--- src/rtl/switch_conditioner.sv ---
// Switch input conditioner: two-flop synchronizer, per-bit debounce and
// single-cycle rise/fall pulses on the debounced level, all in the clk_2 domain.
module switch_conditioner #(
  parameter int NBITS      = 8,
  parameter int DEB_CYCLES = 3
) (
  input  logic             clk_2,
  input  logic             reset,
  input  logic [NBITS-1:0] sw_raw,
  output logic [NBITS-1:0] sw_level,
  output logic [NBITS-1:0] sw_rise,
  output logic [NBITS-1:0] sw_fall,
  output logic             changed
);

  localparam int CNT_W = $clog2(DEB_CYCLES + 1);
  localparam logic [CNT_W-1:0] CNT_LAST = CNT_W'(DEB_CYCLES - 1);
  localparam logic [CNT_W-1:0] CNT_ONE  = CNT_W'(1);
  localparam logic [CNT_W-1:0] CNT_ZERO = CNT_W'(0);

  logic [NBITS-1:0]            sync1_r;
  logic [NBITS-1:0]            sync2_r;
  logic [NBITS-1:0]            lvl_r;
  logic [NBITS-1:0]            lvl_prev_r;
  logic [NBITS-1:0][CNT_W-1:0] cnt_r;

  logic [NBITS-1:0]            lvl_nxt_s;
  logic [NBITS-1:0][CNT_W-1:0] cnt_nxt_s;

  // Two-flop synchronizer, nothing between the stages
  always_ff @(posedge clk_2) begin
    if (reset) begin
      sync1_r <= {NBITS{1'b0}};
      sync2_r <= {NBITS{1'b0}};
    end else begin
      sync1_r <= sw_raw;
      sync2_r <= sync1_r;
    end
  end

  // Per-bit debounce: a mismatch must persist DEB_CYCLES cycles before the level follows
  always_comb begin
    lvl_nxt_s = lvl_r;
    cnt_nxt_s = cnt_r;
    for (int i = 0; i < NBITS; i++) begin
      if (sync2_r[i] == lvl_r[i]) begin
        cnt_nxt_s[i] = CNT_ZERO;
      end else if (cnt_r[i] >= CNT_LAST) begin
        lvl_nxt_s[i] = sync2_r[i];
        cnt_nxt_s[i] = CNT_ZERO;
      end else begin
        cnt_nxt_s[i] = cnt_r[i] + CNT_ONE;
      end
    end
  end

  // Debounce state and previous-level register for edge detection
  always_ff @(posedge clk_2) begin
    if (reset) begin
      cnt_r      <= '0;
      lvl_r      <= {NBITS{1'b0}};
      lvl_prev_r <= {NBITS{1'b0}};
    end else begin
      cnt_r      <= cnt_nxt_s;
      lvl_r      <= lvl_nxt_s;
      lvl_prev_r <= lvl_r;
    end
  end

  // Outputs depend on registers only; pulses mark the first cycle of a new level
  assign sw_level = lvl_r;
  assign sw_rise  = lvl_r & ~lvl_prev_r;
  assign sw_fall  = ~lvl_r & lvl_prev_r;
  assign changed  = |(sw_rise | sw_fall);

endmodule
--- config.mk ---
export PLATFORM = sky130hd
export DESIGN_NAME = switch_conditioner
export DESIGN_NICKNAME = d
export VERILOG_FILES = /design/src/rtl/switch_conditioner.sv
export SDC_FILE = /design/constraint.sdc
export NUM_CORES = 1
export LEC_CHECK = 0
export BUFFER_PORTS_ARGS = -buffer_cell sky130_fd_sc_hd__clkbuf_2
export CAP_MARGIN = 20
export CORE_UTILIZATION = 54
export CTS_CLUSTER_SIZE = 28
export DETAILED_ROUTE_END_ITERATION = 10
export PLACE_DENSITY = 0.77
export SYNTH_ARGS = -nofsm -noshare
export SYNTH_HDL_FRONTEND = slang
export SYNTH_SLANG_ARGS = --single-unit
--- constraint.sdc ---
create_clock -name clk_2 -period 1.7 [get_ports clk_2]
set_input_delay 0.255 -clock clk_2 [delete_from_list [all_inputs] [get_ports clk_2]]
set_output_delay 0.255 -clock clk_2 [all_outputs]
set_load 0.03 [all_outputs]
==> impl_summary.txt, run 1 <==
----------------------------------------------------
[Timing]
  Max-slew violation count ... 0
  Setup repair after global routing missed its margin ... yes
  Transition at the pin with the smallest max-transition slack ... 0.277 ns
  Achievable Freq ... 569 MHz
  Final worst slack ... -0.0566 ns
  Fin Hold WS ... 0.110 ns
  Final Hold Vio Count ... 0
  Number of endpoints failing setup at the final stage ... 1
  Worst clock skew ... 0.00786 ns
  Share of the clock period used by the worst path ... 103%
  Post-route minimum period ... 1.76 ns
  Normalized max-slew margin ... 81.4%

[Worst setup path]
  Startpoint class of the critical path ... flip-flop
  Required time worst endpoint ... 1.44 ns
  CP top delay family ... flip-flops
  Critical path capture point type ... primary output
  Worst Path Arrival ... 1.50 ns
  Maximum cell stage delay along the critical path ... 0.37 ns
  Critical Path, Cell by Cell ... inv_2 -> ha_4 -> nand4_1 -> or2_4 -> buf_8
  Max stage delay cell, worst path ... sky130_fd_sc_hd__dfxtp_4
  Worst Setup Path Type ... reg -> out
  Worst-path maximum fanout ... 2
  CP bufs+invs ... 2

[Floorplan]
  Number of ports placed on the die boundary ... 35
  Num rows ... 21
  Starting density of the core ... 56.8%
  Floorplan die width ... 61.7 µm
  Total Die Area ... 3810 µm²
  Die Span Y ... 61.7 µm
  Core ar. ... 3390 µm²

[Logic synthesis]
  Warning count from the yosys run ... 0
  Number of distinct standard cells referenced by the synthesized netlist ... 12
  Number of standard cells after synthesis ... 176
  Complex-gate fraction of the synthesized area ... 0%
  Summed instance area of the synthesized netlist ... 1930 µm²
  Adder and majority gate portion of the synthesized area ... 15.6%
  Yosys reg bits ... 48
  Area share of xor/xnor cells in the synthesized design ... 3.64%
  Synth Area in Simple Gates ... 19.2%
  Synthesized area divided by synthesized cell count ... 10.9 µm²
  Share of the yosys chip area belonging to registers ... 49.9%
  Dominant combinational cell family by area after synthesis ... simple AND/OR/NAND/NOR gates
  Share of cell area taken by muxes after synthesis ... 4.68%
  Mapped Nets ... 210

[Power]
  Design Power ... 1.74 mW
  Worst supply voltage drop on vdd ... 0.552 mV
  Leakage Power ... 1.02 nW
  Ratio of total power to cell area ... 755 nW/µm²

[Final layout]
  Final-stage net count ... 255
  Layout Area Growth over Synthesis ... 19.9%
  Proportion of layout cells with a drive suffix above 1 ... 36.0%
  Antenna diode count ... 0
  Final-layout fill cell count ... 266
  Storage element area ... 983 µm²
  Area of the multi-input gates ... 857 µm²

[CTS]
  Insertion delay to the later sink of the worst-skew pair ... 0.34 ns
  Register clock-pin slew on the reported worst setup and hold paths ... 0.12 ns
  Clock root cell ... sky130_fd_sc_hd__clkbuf_4
  Total clock buffers created by CTS ... 5
  H-Tree Depth ... 2
  Count of hold-fix buffers inserted at cts ... 0
  Clock tree from TritonCTS ... built
  Sinks on Clock Net ... 48
  Buffers from clock root to sink, at most ... 2

[Global route]
  Antenna violations before repair ... 0
  Global routing usage summed across all routing layers ... 16.5%
  Wire length of the first global-routing pass ... 4.50 mm
  Via count of the first global-routing pass ... 1137
  Aggregate global routing overflow ... 0
  Pin count of the biggest net entering global routing ... 49

[Place]
  Number of buffers added on ports ... 34
  DP HPWL ... 2.06 mm
  Placer Congestion ... 0.652
  Pre-CTS setup slack ... 0.108 ns

[Route]
  WL per Instance ... 11.0 µm
  Detailed Routing Iterations Pass 1 ... 4
  Total DRC errors in the routed layout ... 0
  Iter 0 DRT Violations ... 37
  Vias post-DR ... 1252
  Via density per instance ... 4.67
  Remaining number of nets flagged by the antenna check after routing ... 0
  Wire length after detailed routing ... 2.94 mm

[Status]
  Violated checks ... setup timing
  Outcome ... finished, violations left

[Flow run]
  Max_cap viols ... 0

[Hold path]
  HP Class ... in -> reg

----------------------------------------------------
worst reg2reg max path: cells and delay by family, from the launching register on:
| kind | cells | cell delay (ns) |
|---|---|---|
| DFF | 1 | 0.35 |
| and+or+nand+nor | 1 | 0.32 |
| muxes | 1 | 0.28 |
| adders and majority gates | 1 | 0.18 |
| buffers and inverters | 1 | 0.05 |
per-stage QoR:
step | setup TNS (ns) | cell area (µm²) | util (%) | std cells
after floorplan | 0 | 1930 | - | 176
after global placement | 0 | 2130 | 62.8 | 252
after detailed placement | 0 | 2130 | 62.8 | 252
after CTS | -0.110 | 2310 | 68.1 | 268
after global routing | -0.135 | 2310 | 68.1 | 268
final | -0.0566 | 2310 | 68.1 | 268
per-layer routing:
metal | vias up | part of all wire [%] | GRT usage [%]
met5 | - | 0 | 0
met4 | 0 | 1.3 | 7.30
met3 | 4 | 4.2 | 4.55
met2 | 31 | 49 | 29.6
met1 | 557 | 46 | 18.1
li1 | 660 | - | -
sequential cells by signal (all words and copies together), names as in the netlist:
signal / flops
sw_level: 8
sync2_r: 8
sync1_r: 8
lvl_prev_r: 8
cnt_r: 16
what timing repair did:
item                       in CTS  in global routing
gates resized for setup        19                  2
setup endpoints to repair       1                  1
setup buffers                   8                  0
pin swaps                       4                  1
Yosys cell counts:
cell	instances	share of area, %
sky130_fd_sc_hd__buf_2	1	0.26
sky130_fd_sc_hd__buf_4	1	0.39
sky130_fd_sc_hd__buf_6	3	1.8
sky130_fd_sc_hd__dfxtp_1	48	50
sky130_fd_sc_hd__ha_1	24	16
sky130_fd_sc_hd__inv_1	24	4.7
sky130_fd_sc_hd__mux2_2	8	4.7
sky130_fd_sc_hd__nand4_1	2	0.65
sky130_fd_sc_hd__nor2b_1	32	10
sky130_fd_sc_hd__nor4_1	16	5.2
sky130_fd_sc_hd__or2_2	9	2.9
sky130_fd_sc_hd__xnor2_1	8	3.6
area by class of cell:
cell class              count  share of cell area, %
flip-flops and latches     48                   42.6
multi-input cells          99                   37.1
repair buffers             43                   11.3
inverters                  24                   3.90
well taps                  46                   2.49
clock buffers               6                   2.22
clock inverters             2                  0.433
where the power goes:
part	switching (mW)	internal, mW
clock network	0.324	0.197
registers	0.00919	1.14
logic	0.0359	0.0371
worst paths after layout:
path | start | endpoint | slack, ns | cells after the start
max | sw_level[5]$_SDFFE_PP0P_ | changed | -0.06 | 5
min | sw_raw[3] | sync1_r[3]$_SDFF_PP0_ | 0.11 | 2
max reg2reg | cnt_r[10]$_SDFF_PP0_ | sw_level[5]$_SDFFE_PP0P_ | 0.42 | 4
min reg2reg | cnt_r[2]$_SDFF_PP0_ | cnt_r[2]$_SDFF_PP0_ | 0.43 | 1
logic make-up after synthesis:
group                    count (synthesis)
XOR/XNOR                                 8
multiplexers                             8
flip-flops                              48
buffers and inverters                   29
AND/OR/NAND/NOR                         59
adder cells (fa/ha/maj)                 24
cells in the final DEF, fill, tap and decap left out:
cell type	count
sky130_fd_sc_hd__or2_4	1
sky130_fd_sc_hd__clkbuf_2	33
sky130_fd_sc_hd__buf_4	8
sky130_fd_sc_hd__xnor2_1	8
sky130_fd_sc_hd__inv_2	2
sky130_fd_sc_hd__mux2_2	8
sky130_fd_sc_hd__dfxtp_2	3
sky130_fd_sc_hd__nor4_1	16
sky130_fd_sc_hd__ha_4	2
sky130_fd_sc_hd__nand4_1	2
sky130_fd_sc_hd__dfxtp_4	5
sky130_fd_sc_hd__dfxtp_1	40
sky130_fd_sc_hd__ha_1	22
sky130_fd_sc_hd__clkbuf_8	1
sky130_fd_sc_hd__nor2b_1	32
sky130_fd_sc_hd__or2_2	8
sky130_fd_sc_hd__clkinv_2	2
sky130_fd_sc_hd__buf_8	1
sky130_fd_sc_hd__inv_1	22
sky130_fd_sc_hd__buf_12	1
sky130_fd_sc_hd__clkbuf_4	5
No activity file was read; power rests on OpenSTA's default activity.
==> run 2, diff against run 1 <==
Settings changed: RECOVER_POWER from default to 100.
==> impl_summary.txt, run 2 (synthesis results as in run 1) <==
----------------------------------------------------
[Status]
  Outcome ... finished, violations left
  Violated checks ... setup timing

[Power]
  Ratio of total power to cell area ... 768 nW/µm² (+1.7%)
  Worst supply voltage drop on vdd ... 0.552 mV (about the same)
  Leakage Power ... 0.930 nW (-8.4%)

[Final layout]
  Most common cell after layout, fill and taps aside ... sky130_fd_sc_hd__dfxtp_1
  Layout Area Growth over Synthesis ... 17.6%
  Final cell area excluding filler cells ... 2270 µm² (-1.9%)
  Proportion of layout cells with a drive suffix above 1 ... 25.7% (-10 points)
  Largest register FFs ... 16 (unchanged)
  Most frequent cells in the layout ... sky130_fd_sc_hd__dfxtp_1 (40), sky130_fd_sc_hd__nor2b_1 (32), sky130_fd_sc_hd__clkbuf_1 (23), sky130_fd_sc_hd__inv_1 (22), sky130_fd_sc_hd__ha_1 (22)
  Antenna diode count ... 0 (unchanged)
  Register ranked first by flip-flop count ... cnt_r
  Final-stage net count ... 255 (unchanged)

[Worst setup path]
  CP top delay family ... flip-flops
  Critical Path, Cell by Cell ... inv_2 -> ha_4 -> nand4_1 -> or2_4 -> buf_8
  Max stage delay cell, worst path ... sky130_fd_sc_hd__dfxtp_4
  Worst Path Arrival ... 1.50 ns (about the same)
  Maximum cell stage delay along the critical path ... 0.37 ns (about the same)
  CP bufs+invs ... 2 (unchanged)
  Worst-path maximum fanout ... 2 (unchanged)
  Reg-to-reg slack, setup ... 0.42 ns (about the same)
  Worst Setup Path Type ... reg -> out
  Startpoint class of the critical path ... flip-flop
  Required time worst endpoint ... 1.44 ns (about the same)
  Critical path capture point type ... primary output

[Timing]
  Share of the clock period used by the worst path ... 103% (about the same)
  Number of endpoints failing setup at the final stage ... 1 (unchanged)
  Fin Hold WS ... 0.110 ns (-0.000105 ns)
  Post-route minimum period ... 1.76 ns (+0.0000735 ns)
  Normalized max-slew margin ... 40.8% (-41 points)
  Transition at the pin with the smallest max-transition slack ... 0.889 ns (+0.612 ns)
  Max-slew violation count ... 0 (unchanged)
  Achievable Freq ... 569 MHz (about the same)
  Setup repair after global routing missed its margin ... yes
  Final total negative setup slack ... -0.0567 ns (-0.0000735 ns)
  Final worst slack ... -0.0567 ns (-0.0000735 ns)
  Worst clock skew ... 0.00798 ns (+0.000123 ns)
  Final Hold Vio Count ... 0 (unchanged)

[Floorplan]
  Num rows ... 21 (unchanged)
  Total Die Area ... 3810 µm² (unchanged)
  Die Span Y ... 61.7 µm (unchanged)
  Floorplan die width ... 61.7 µm (unchanged)
  Number of ports placed on the die boundary ... 35 (unchanged)
  Starting density of the core ... 56.8% (unchanged)
  Core ar. ... 3390 µm² (unchanged)

[Global route]
  Pin count of the biggest net entering global routing ... 49 (unchanged)
  Wire length of the first global-routing pass ... 4.50 mm (unchanged)
  Antenna violations before repair ... 0 (unchanged)
  Aggregate global routing overflow ... 0 (unchanged)
  Via count of the first global-routing pass ... 1137 (unchanged)
  Global routing usage summed across all routing layers ... 16.5% (unchanged)

[Place]
  DP HPWL ... 2.06 mm (unchanged)
  Total cell area at the placement stage ... 2130 µm² (unchanged)
  Number of buffers added on ports ... 34 (unchanged)
  Placer Congestion ... 0.652 (unchanged)

[Route]
  Wire length after detailed routing ... 2.95 mm (+0.37%)
  Remaining number of nets flagged by the antenna check after routing ... 0 (unchanged)
  Met1 layer wirelength in the final routing ... 1.35 mm (+1.0%)
  WL per Instance ... 11.0 µm (+0.37%)
  Uppermost signal routing layer after detailed routing ... met4
  Detailed Routing Iterations Pass 1 ... 4 (unchanged)
  Via density per instance ... 4.67 (unchanged)
  Total DRC errors in the routed layout ... 0 (unchanged)
  Vias post-DR ... 1252 (unchanged)
  Detailed-routed wire length on met3 ... 117 µm (-4.9%)
  Iter 0 DRT Violations ... 36 (-2.7%)
  Met2 Wirelength ... 1.44 mm (+0.21%)

[CTS]
  Clock tree from TritonCTS ... built
  Register clock-pin slew on the reported worst setup and hold paths ... 0.12 ns (about the same)
  H-Tree Depth ... 2 (unchanged)
  Insertion delay to the later sink of the worst-skew pair ... 0.34 ns (about the same)
  Count of hold-fix buffers inserted at cts ... 0 (unchanged)
  Sinks on Clock Net ... 48 (unchanged)
  Buffers from clock root to sink, at most ... 2 (unchanged)
  Clock root cell ... sky130_fd_sc_hd__clkbuf_4
  Total clock buffers created by CTS ... 5 (unchanged)

[Hold path]
  HP Class ... in -> reg

[Flow run]
  Max_cap viols ... 0 (unchanged)

----------------------------------------------------
[run 2: cell types whose count changed in the layout (fill, tap and decap cells not counted), sizes merged]
cell and delta:
buf -1, clkbuf +1
[run 2: path summary, 6_finish.rpt]
| path | from | to | depth (start not counted) |
|---|---|---|---|
| worst max-delay path | sw_level[5]$_SDFFE_PP0P_ | changed | 5 |
| worst min-delay path | sw_raw[3] | sync1_r[3]$_SDFF_PP0_ | 2 |
| worst max register to register | cnt_r[10]$_SDFF_PP0_ | sw_level[5]$_SDFFE_PP0P_ | 4 |
| worst min register to register | cnt_r[2]$_SDFF_PP0_ | cnt_r[2]$_SDFF_PP0_ | 1 |
[run 2: metal layers]
metal,track usage [%],vias up
met5,0,-
met4,7.30,0
met3,4.55,4
met2,29.6,29
met1,18.1,558
li1,-,661
[run 2: cell type report]
class | instances | area (µm²)
clock buffers | 6 | 51.3
flip-flops and latches | 48 | 983
clock inverters | 2 | 10.0
inverters | 24 | 90.1
fillers | 281 | 1120
well taps | 46 | 57.6
multi-input cells | 99 | 857
repair buffers | 43 | 216
[run 2: report_power, final]
group	leakage [nW]	internal, mW	switching, mW
Combinational	0.496	0.0330	0.0352
Clock	0.0380	0.197	0.324
Sequential	0.396	1.14	0.00916
Total	0.930	1.37	0.369
[run 2: worst register-to-register path, stage by stage (launching register included)]
cell,delay [ns]
sky130_fd_sc_hd__dfxtp_1,0.35
sky130_fd_sc_hd__inv_1,0.05
sky130_fd_sc_hd__ha_1,0.18
sky130_fd_sc_hd__or2_2,0.32
sky130_fd_sc_hd__mux2_2,0.28
[run 2: repair_timing]
item | 4_1_cts | 5_1_grt
gates resized for setup | 19 | 2
buffers inserted | 8 | 0
pin swaps | 4 | 1
endpoints found under the setup margin | 1 | 1
[run 2: through the flow]
stage          utilization [%]  power [mW]  cells  worst slack [ns]
2_1_floorplan                -        1.24    176            0.0945
3_3_place_gp              62.8        1.25    252             0.143
3_5_place_dp              62.8        1.26    252             0.108
4_1_cts                   68.1        1.77    268            -0.110
5_1_grt                   66.9        1.82    268            -0.135
6_report                  66.9        1.74    268           -0.0567
==> run 3, diff against run 2 <==
Settings changed: CORE_UTILIZATION 54 to 58, PLACE_DENSITY 0.77 to 0.82.
Clock period 1.7 ns to 2.25 ns, I/O delays scaled along.
==> impl_summary.txt, run 3 (synthesis results as in run 1) <==
----------------------------------------------------
[Route]
  WL per Instance ... 10.4 µm (-5.6%)
  Vias post-DR ... 1207 (-3.6%)
  Detailed Routing Iterations Pass 1 ... 4 (unchanged)
  Total DRC errors in the routed layout ... 0 (unchanged)
  Via density per instance ... 4.68 (+0.14%)
  Wire length after detailed routing ... 2.68 mm (-9.1%)
  Iter 0 DRT Violations ... 47 (+31%)
  Remaining number of nets flagged by the antenna check after routing ... 0 (unchanged)

[Final layout]
  Final cell area excluding filler cells ... 2170 µm² (-4.1%)
  Final-layout fill cell count ... 273 (-2.8%)
  Proportion of layout cells with a drive suffix above 1 ... 15.9% (-9.8 points)
  Most frequent cells in the layout ... sky130_fd_sc_hd__dfxtp_1 (48), sky130_fd_sc_hd__nor2b_1 (32), sky130_fd_sc_hd__clkbuf_1 (26), sky130_fd_sc_hd__inv_1 (24), sky130_fd_sc_hd__ha_1 (24)
  Register ranked first by flip-flop count ... cnt_r
  Area of the multi-input gates ... 830 µm² (-3.2%)
  Largest register FFs ... 16 (unchanged)
  Storage element area ... 961 µm² (-2.3%)
  Final-stage net count ... 247 (-3.1%)
  Layout Area Growth over Synthesis ... 12.8%
  Antenna diode count ... 0 (unchanged)
  Most common cell after layout, fill and taps aside ... sky130_fd_sc_hd__dfxtp_1

[CTS]
  Number of buffers inserted to repair setup after CTS ... 0 (-8)
  Register clock-pin slew on the reported worst setup and hold paths ... 0.12 ns (about the same)
  Total clock buffers created by CTS ... 5 (unchanged)
  Buffers from clock root to sink, at most ... 2 (unchanged)
  Sinks on Clock Net ... 48 (unchanged)
  Clock root cell ... sky130_fd_sc_hd__clkbuf_4
  Clock tree from TritonCTS ... built
  Post-cts sizing count ... 0 (-19)
  Insertion delay to the later sink of the worst-skew pair ... 0.35 ns (about the same)
  Count of hold-fix buffers inserted at cts ... 0 (unchanged)
  H-Tree Depth ... 2 (unchanged)

[Floorplan]
  Core ar. ... 3100 µm² (-8.5%)
  Starting density of the core ... 62.1% (+5.2 points)
  Num rows ... 20 (-4.8%)
  Number of ports placed on the die boundary ... 35 (unchanged)
  Total Die Area ... 3560 µm² (-6.7%)
  Die Span Y ... 59.6 µm (-3.4%)
  Floorplan die width ... 59.6 µm (-3.4%)

[Timing]
  Achievable Freq ... 481 MHz
  Post-route minimum period ... 2.08 ns
  Transition at the pin with the smallest max-transition slack ... 1.70 ns (+0.812 ns)
  Normalized max-slew margin ... -13.4% (-54 points)
  Worst clock skew ... 0.00570 ns (-0.00229 ns)
  Final total negative setup slack ... 0 ns (+0.0567 ns)
  Share of the clock period used by the worst path ... 92.4%
  Number of endpoints failing setup at the final stage ... 0 (-1)
  Final Hold Vio Count ... 0 (unchanged)
  Setup repair after global routing missed its margin ... no
  Fin Hold WS ... 0.191 ns (+0.0814 ns)
  Max-slew violation count ... 43 (+43)

[Global route]
  Wire length of the first global-routing pass ... 4.55 mm (+1.2%)
  Antenna violations before repair ... 0 (unchanged)
  Aggregate global routing overflow ... 0 (unchanged)
  Via count of the first global-routing pass ... 1169 (+2.8%)
  Pin count of the biggest net entering global routing ... 43 (-12%)
  Global routing usage summed across all routing layers ... 17.4% (+0.95 points)

[Worst setup path]
  Worst Setup Path Type ... reg -> out
  Worst-path maximum fanout ... 5 (+3)
  Critical path capture point type ... primary output
  Worst Path Arrival ... 1.74 ns (+0.24 ns)
  Required time worst endpoint ... 1.91 ns (+0.47 ns)
  Startpoint class of the critical path ... flip-flop

[Place]
  Number of buffers added on ports ... 34 (unchanged)
  Placer Congestion ... 0.712 (+9.2%)
  DP HPWL ... 2.00 mm (-3.0%)
  Total cell area at the placement stage ... 2110 µm² (-0.71%)

[Power]
  Worst supply voltage drop on vdd ... 0.495 mV (-10%)
  Leakage Power ... 0.881 nW (-5.3%)
  Ratio of total power to cell area ... 673 nW/µm² (-12%)

[Flow run]
  Max_cap viols ... 1 (+1)

[Status]
  Violated checks ... capacitance limit, slew limit
  Outcome ... finished, violations left

[Hold path]
  HP Class ... in -> reg

----------------------------------------------------
run 3: metal layers:
metal | global-route usage (%) | vias up | wire [µm]
li1 | - | 638 | -
met1 | 18.3 | 540 | 1260
met2 | 30.2 | 23 | 1230
met3 | 6.33 | 6 | 122
met4 | 9.30 | 0 | 65
met5 | 0 | - | 0
run 3: worst max-delay path: stages, from the launching register on:
cell and delay (ns):
sky130_fd_sc_hd__dfxtp_1 0.43, sky130_fd_sc_hd__inv_1 0.07, sky130_fd_sc_hd__ha_1 0.29, sky130_fd_sc_hd__nand4_1 0.14, sky130_fd_sc_hd__or2_2 0.29, sky130_fd_sc_hd__clkbuf_2 0.18
run 3: worst paths after layout:
| kind | start | end | slack [ns] | cells after the start |
|---|---|---|---|---|
| worst max-delay path | sw_level[1]$_SDFFE_PP0P_ | changed | 0.17 | 5 |
| worst min-delay path | sw_raw[4] | sync1_r[4]$_SDFF_PP0_ | 0.19 | 2 |
| worst max register to register | cnt_r[0]$_SDFF_PP0_ | sw_level[0]$_SDFFE_PP0P_ | 0.97 | 4 |
| worst min register to register | cnt_r[2]$_SDFF_PP0_ | cnt_r[2]$_SDFF_PP0_ | 0.43 | 1 |
run 3: power breakdown:
part / internal (mW) / total [mW] / switching (mW)
clock: 0.295 / 0.539 / 0.244
combinational: 0.0235 / 0.0491 / 0.0257
sequential: 0.868 / 0.875 / 0.00713
total: 1.19 / 1.46 / 0.277
run 3: final cells by class:
| class | instances | area share (%) |
|---|---|---|
| clock buffer | 7 | 2.99 |
| clock inverter | 1 | 1.38 |
| sequential | 48 | 44.2 |
| timing repair buffer | 35 | 6.56 |
| inverter | 24 | 4.15 |
| multi-input combinational | 99 | 38.2 |
| tap | 44 | 2.53 |
run 3: per-stage QoR:
step	setup WS [ns]	util [%]	instances	power, mW
detailed placement	0.567	68.1	250	0.945
global route	0.0925	70.0	258	1.54
global placement	0.610	68.1	250	0.942
floorplan	0.562	-	176	0.935
CTS	0.163	71.2	258	1.48
finish	0.172	70.0	258	1.46
